==> src/rtl/keccak_padder.sv <==
// keccak_padder: packs 32-bit message words into SHA-3 rate blocks, applies 0x06..0x80 padding.
// Define KECCAK_PADDER_BYTECOUNT_EN to add the saturating msg_len byte counter output.
module keccak_padder #(
    parameter int C_SHA3_SIZE = 224,
    localparam int R      = 1600 - 2 * C_SHA3_SIZE,
    localparam int RB     = R / 8,
    localparam int RW     = RB / 4,
    localparam int WIDX_W = $clog2(RW)
) (
    input  logic          S_AXI_ACLK,
    input  logic          S_AXI_ARESETN,
    input  logic          in_clear,
    input  logic          in_valid,
    output logic          in_ready,
    input  logic [31:0]   in_data,
    input  logic          in_last,
    input  logic [1:0]    in_bytes,
    output logic          block_valid,
    input  logic          block_ready,
    output logic [R-1:0]  block_data,
    output logic          block_last
`ifdef KECCAK_PADDER_BYTECOUNT_EN
    ,
    output logic [31:0]   msg_len
`endif
);

    // state | meaning
    // FILL  | accepting message words into the block register
    // OUT   | block presented to the core, held until block_ready
    // DONE  | final block delivered; waits for in_clear
    typedef enum logic [1:0] {
        FILL = 2'd0,
        OUT  = 2'd1,
        DONE = 2'd2
    } state_t;

    state_t              state, state_nxt;
    logic [WIDX_W-1:0]   widx, widx_nxt;
    logic [R-1:0]        blk, blk_nxt;
    logic                last_q, last_nxt;
    logic [31:0]         word_fmt;
    logic                accept;

    assign in_ready    = (state == FILL);
    assign block_valid = (state == OUT);
    assign block_data  = blk;
    assign block_last  = last_q;
    assign accept      = in_valid & in_ready;

    // Byte-reverse into lane order; on the last word drop unused bytes and place 0x06 right after.
    always_comb begin
        word_fmt = '0;
        for (int k = 0; k < 4; k++) begin
            if (!in_last || (k < int'(in_bytes))) begin
                word_fmt[8*k +: 8] = in_data[31-8*k -: 8];
            end else if (k == int'(in_bytes)) begin
                word_fmt[8*k +: 8] = 8'h06;
            end
        end
    end

    always_comb begin
        state_nxt = state;
        widx_nxt  = widx;
        blk_nxt   = blk;
        last_nxt  = last_q;
        if (in_clear) begin
            state_nxt = FILL;
            widx_nxt  = '0;
            blk_nxt   = '0;
            last_nxt  = 1'b0;
        end else begin
            case (state)
                FILL: begin
                    if (accept) begin
                        blk_nxt[int'(widx)*32 +: 32] = word_fmt;
                        if (in_last) begin
                            blk_nxt[R-1 -: 8] = blk_nxt[R-1 -: 8] | 8'h80;
                            last_nxt  = 1'b1;
                            state_nxt = OUT;
                        end else if (widx == WIDX_W'(RW - 1)) begin
                            last_nxt  = 1'b0;
                            state_nxt = OUT;
                        end else begin
                            widx_nxt = widx + 1'b1;
                        end
                    end
                end
                OUT: begin
                    if (block_ready) begin
                        blk_nxt   = '0;
                        widx_nxt  = '0;
                        last_nxt  = 1'b0;
                        state_nxt = last_q ? DONE : FILL;
                    end
                end
                DONE: begin
                    state_nxt = DONE;
                end
                default: begin
                    state_nxt = FILL;
                end
            endcase
        end
    end

    always_ff @(posedge S_AXI_ACLK or negedge S_AXI_ARESETN) begin
        if (!S_AXI_ARESETN) begin
            state  <= FILL;
            widx   <= '0;
            blk    <= '0;
            last_q <= 1'b0;
        end else begin
            state  <= state_nxt;
            widx   <= widx_nxt;
            blk    <= blk_nxt;
            last_q <= last_nxt;
        end
    end

`ifdef KECCAK_PADDER_BYTECOUNT_EN
    logic [31:0] len_q;
    logic [32:0] len_sum;

    always_comb begin
        len_sum = {1'b0, len_q} + (in_last ? {31'b0, in_bytes} : 33'd4);
    end

    always_ff @(posedge S_AXI_ACLK or negedge S_AXI_ARESETN) begin
        if (!S_AXI_ARESETN) begin
            len_q <= '0;
        end else if (in_clear) begin
            len_q <= '0;
        end else if (accept) begin
            len_q <= len_sum[32] ? 32'hFFFF_FFFF : len_sum[31:0];
        end
    end

    assign msg_len = len_q;
`endif

endmodule

==> config.mk <==
export PLATFORM = sky130hd
export DESIGN_NAME = keccak_padder
export DESIGN_NICKNAME = d
export VERILOG_FILES = /design/src/rtl/keccak_padder.sv
export SDC_FILE = /design/constraint.sdc
export NUM_CORES = 2
export LEC_CHECK = 0
export ABC_AREA = 1
export BUFFER_PORTS_ARGS = -buffer_cell sky130_fd_sc_hd__buf_2
export CORE_AREA = 2 2 461 463
export DETAILED_ROUTE_END_ITERATION = 10
export DIE_AREA = 0 0 463 465
export HOLD_SLACK_MARGIN = 0.08
export PLACE_DENSITY = 0.52
export REMOVE_ABC_BUFFERS = 1
export SETUP_SLACK_MARGIN = 0.05
export SYNTH_ARGS = -nofsm -noshare
export SYNTH_HDL_FRONTEND = slang
export SYNTH_SLANG_ARGS = --single-unit
==> constraint.sdc <==
create_clock -name S_AXI_ACLK -period 9.1 [get_ports S_AXI_ACLK]
set_clock_uncertainty 0.1 [all_clocks]
set_input_delay 0.91 -clock S_AXI_ACLK [delete_from_list [all_inputs] [get_ports S_AXI_ACLK]]
set_output_delay 0.91 -clock S_AXI_ACLK [all_outputs]
set_load 0.05 [all_outputs]
==> metrics.cfg <==
[synth]
yosys_register_bits = 1161
syn_area_um2 = 52100
synth-simple-area-share = 0.328
async_flop_share = 1.00
synth-edff-count = 0
synthDistinctLibCells = 35
ys_top_cells_by_area = dfrtp_1 56%, nand2_1 15%, nand3_1 5.5%
yosys.area.top_type = dfrtp_1
ys.warnings.count = 0
yosys.area.top_type_share = 0.557
synth_fa_ha_area_frac = 0.000720
synthMuxAreaShare = 0
synth_top_family_by_area = simple AND/OR/NAND/NOR gates
synthXorXnorAreaFrac = 0.00118
avgSynthCellArea_um2 = 8.14
synth_ff_type = dfrtp_1
seq_area_frac_synth = 0.557
synth_compound_area_frac = 0.0473
synthCells = 6405

[timing]
tightestPinTransition_ns = 1.58
fmax_mhz = 185
final_hold_viol_count = 0
slew_violations = 53
setup_viol = 0
post-route-period-util = 0.593
relSlewSlack = -0.0543
finalCriticalPeriod_ns = 5.40
grt_setup_unrepaired = false
setup_tns_ns = 0

[clocking]
cts_tree = built
clockRootBuffer = clkbuf_16
cts_max_level = 4
cts_buffers = 142
cts_sinks = 1161
post_cts_buffers = 0
clk_pin_slew_ns = 0.06
cts.repair.resized = 0
clkLatencyLatePin_ns = 0.79
cts.path.max_buffers = 3

[critical_path]
critical_path_class = flip-flop to flip-flop
worst_setup_path_end_kind = flip-flop
cp_max_fo = 53
cp.required_ns = 9.62
start_kind = flip-flop
worstPathArrival_ns = 5.91

[power]
ir_drop_mv = 0.448
power_uw = 17200
power.density_nw_per_um2 = 263
p_leak_uw = 0.0351

[min_path]
hold_class = primary input to flip-flop

[detailed_routing]
via_per_inst = 5.13
drt_iter0_markers = 5415
finalWirelength_um = 300000
wl_per_cell_um = 29.2
firstDrtPassIters = 6
drc = 0
route.antenna.remaining_nets = 0
vias = 52700

[run_status]
status = complete, but fails checks
violations = max-slew violations

[grt]
grt_max_degree = 171
antenna_found_initial = 26
grt.total_usage = 0.270
grt_pass1_wl_um = 415000
grt-ovfl-total = 0
grt_pass1_vias = 51000

[floorplan]
placementRows = 169
die_h_um = 465
core_um2 = 211000
initial_core_util = 0.247
io_pins = 1195
chipWidth_um = 463
die-area_um2 = 215000

[layout]
area_growth_pct = 25.7
regArea_um2 = 29100
drive_gt1_frac = 0.218
multi_input_area_um2 = 20000
fin_nets = 7376
fill_cells = 22800

[place]
routabilityCongestion = 0.908
numPortBuffers = 1194
dp_hpwl_um = 211000

[job]
drv_cap = 0

-- final cells by class --
type,count,area share
Sequential cell,1161,0.444
Multi-Input combinational cell,4388,0.305
Timing Repair Buffer,1326,0.109
Clock buffer,212,0.0638
Tap cell,2821,0.0539
Inverter,314,0.0184
Clock inverter,33,0.00598
Antenna cell,10,0.000382
-- power by group --
group	total (uW)	switching, uW	leakage [uW]	internal [uW]
clock	5760	2420	0.00225	3340
sequential	5240	56.2	0.0162	5180
combinational	6200	5540	0.0166	656
-- path summary, 6_finish.rpt --
check,cells after the start,slack [ns],start,end
max,12,3.70,widx[0]$_DFFE_PN0P_,block_data[528]$_DFFE_PN0P_
min,3,0.30,in_data[16],block_data[8]$_DFFE_PN0P_
max reg2reg,12,3.70,widx[0]$_DFFE_PN0P_,block_data[528]$_DFFE_PN0P_
min reg2reg,2,0.36,block_data[578]$_DFFE_PN0P_,block_data[578]$_DFFE_PN0P_
max in group asynchronous,4,6.03,S_AXI_ARESETN,block_data[469]$_DFFE_PN0P_
min in group asynchronous,2,0.57,S_AXI_ARESETN,block_data[690]$_DFFE_PN0P_
-- flip-flops by register name, summed over array words and instances (netlist names) --
| signal | count |
|---|---|
| block_data | 1152 |
| widx | 6 |
| state | 2 |
| block_last | 1 |
-- cells by family after synthesis --
logic type,Yosys count
flops,1161
fa+ha+maj,3
simple gates,3895
compound gates,486
xor+xnor,4
buf+inv,856
-- worst max-delay path, stage by stage, from the launching register on --
cell and delay [ns]:
dfrtp_2 0.96, inv_2 0.07, ha_2 0.27, xnor2_4 0.20, buf_4 0.64, nor2_4 0.29, inv_6 0.40, buf_4 0.65
nor2_4 0.11, nand3_2 0.21, clkinv_1 0.82, nand4_1 0.29, o21ai_0 0.14
-- placed cells by master, fill, tap and decap left out, types with 7 or more instances in the layout --
master,instances
nor2_1,339
a21oi_1,7
nor3_1,347
clkbuf_1,38
o21ai_0,344
nor4_1,52
clkbuf_16,146
buf_2,1193
clkinv_2,17
inv_2,10
nor2_2,11
diode_2,10
clkbuf_8,28
buf_12,13
o21ai_4,8
buf_4,119
dfrtp_1,1160
nand4_1,407
nand3_1,572
inv_1,293
nand2_1,2124
o21ai_1,109
nand2_2,9
nor2_4,22
-- cells in the mapped netlist (2+ instances only) --
cell type / instances
nor3_1: 347
clkinv_1: 5
nand4_1: 407
inv_1: 296
nor4_1: 52
nand2_2: 4
clkbuf_1: 355
nor2_4: 8
xor2_1: 2
buf_2: 141
a21oi_1: 13
nor2_1: 356
dfrtp_1: 1161
o21ai_1: 118
inv_2: 13
nand2_1: 2129
ha_1: 3
o21ai_0: 344
nor3_2: 4
nand3_1: 573
buf_4: 4
nor2_2: 8
nor3_4: 4
buf_1: 42
o31ai_1: 6
-- through the flow --
stage	worst slack, ns	area (um^2)	util	hold WS [ns]	instances
4_1_cts	3.59	65500	0.311	0.228	10300
3_5_place_dp	3.60	60900	0.289	0.353	10000
6_report	3.70	65500	0.311	0.302	10300
5_1_grt	3.35	65500	0.311	0.269	10300
2_1_floorplan	-12.80	49900	-	0.391	5863
3_3_place_gp	3.66	60900	0.289	0.349	10000
-- timing repair --
item / CTS / global route
endpoints found under the setup margin: 0 / 0
hold buffers: 1 / 0
endpoints found under the hold margin: 119 / 0
-- metal layers --
layer / routed length [um] / vias to the layer above / global-route usage
li1: - / 23000 / -
met5: 130 / - / 0
met3: 29700 / 534 / 0.0907
met1: 116000 / 26400 / 0.326
met2: 136000 / 2716 / 0.426
met4: 17700 / 18 / 0.141
(Power assumes the default switching activity.)
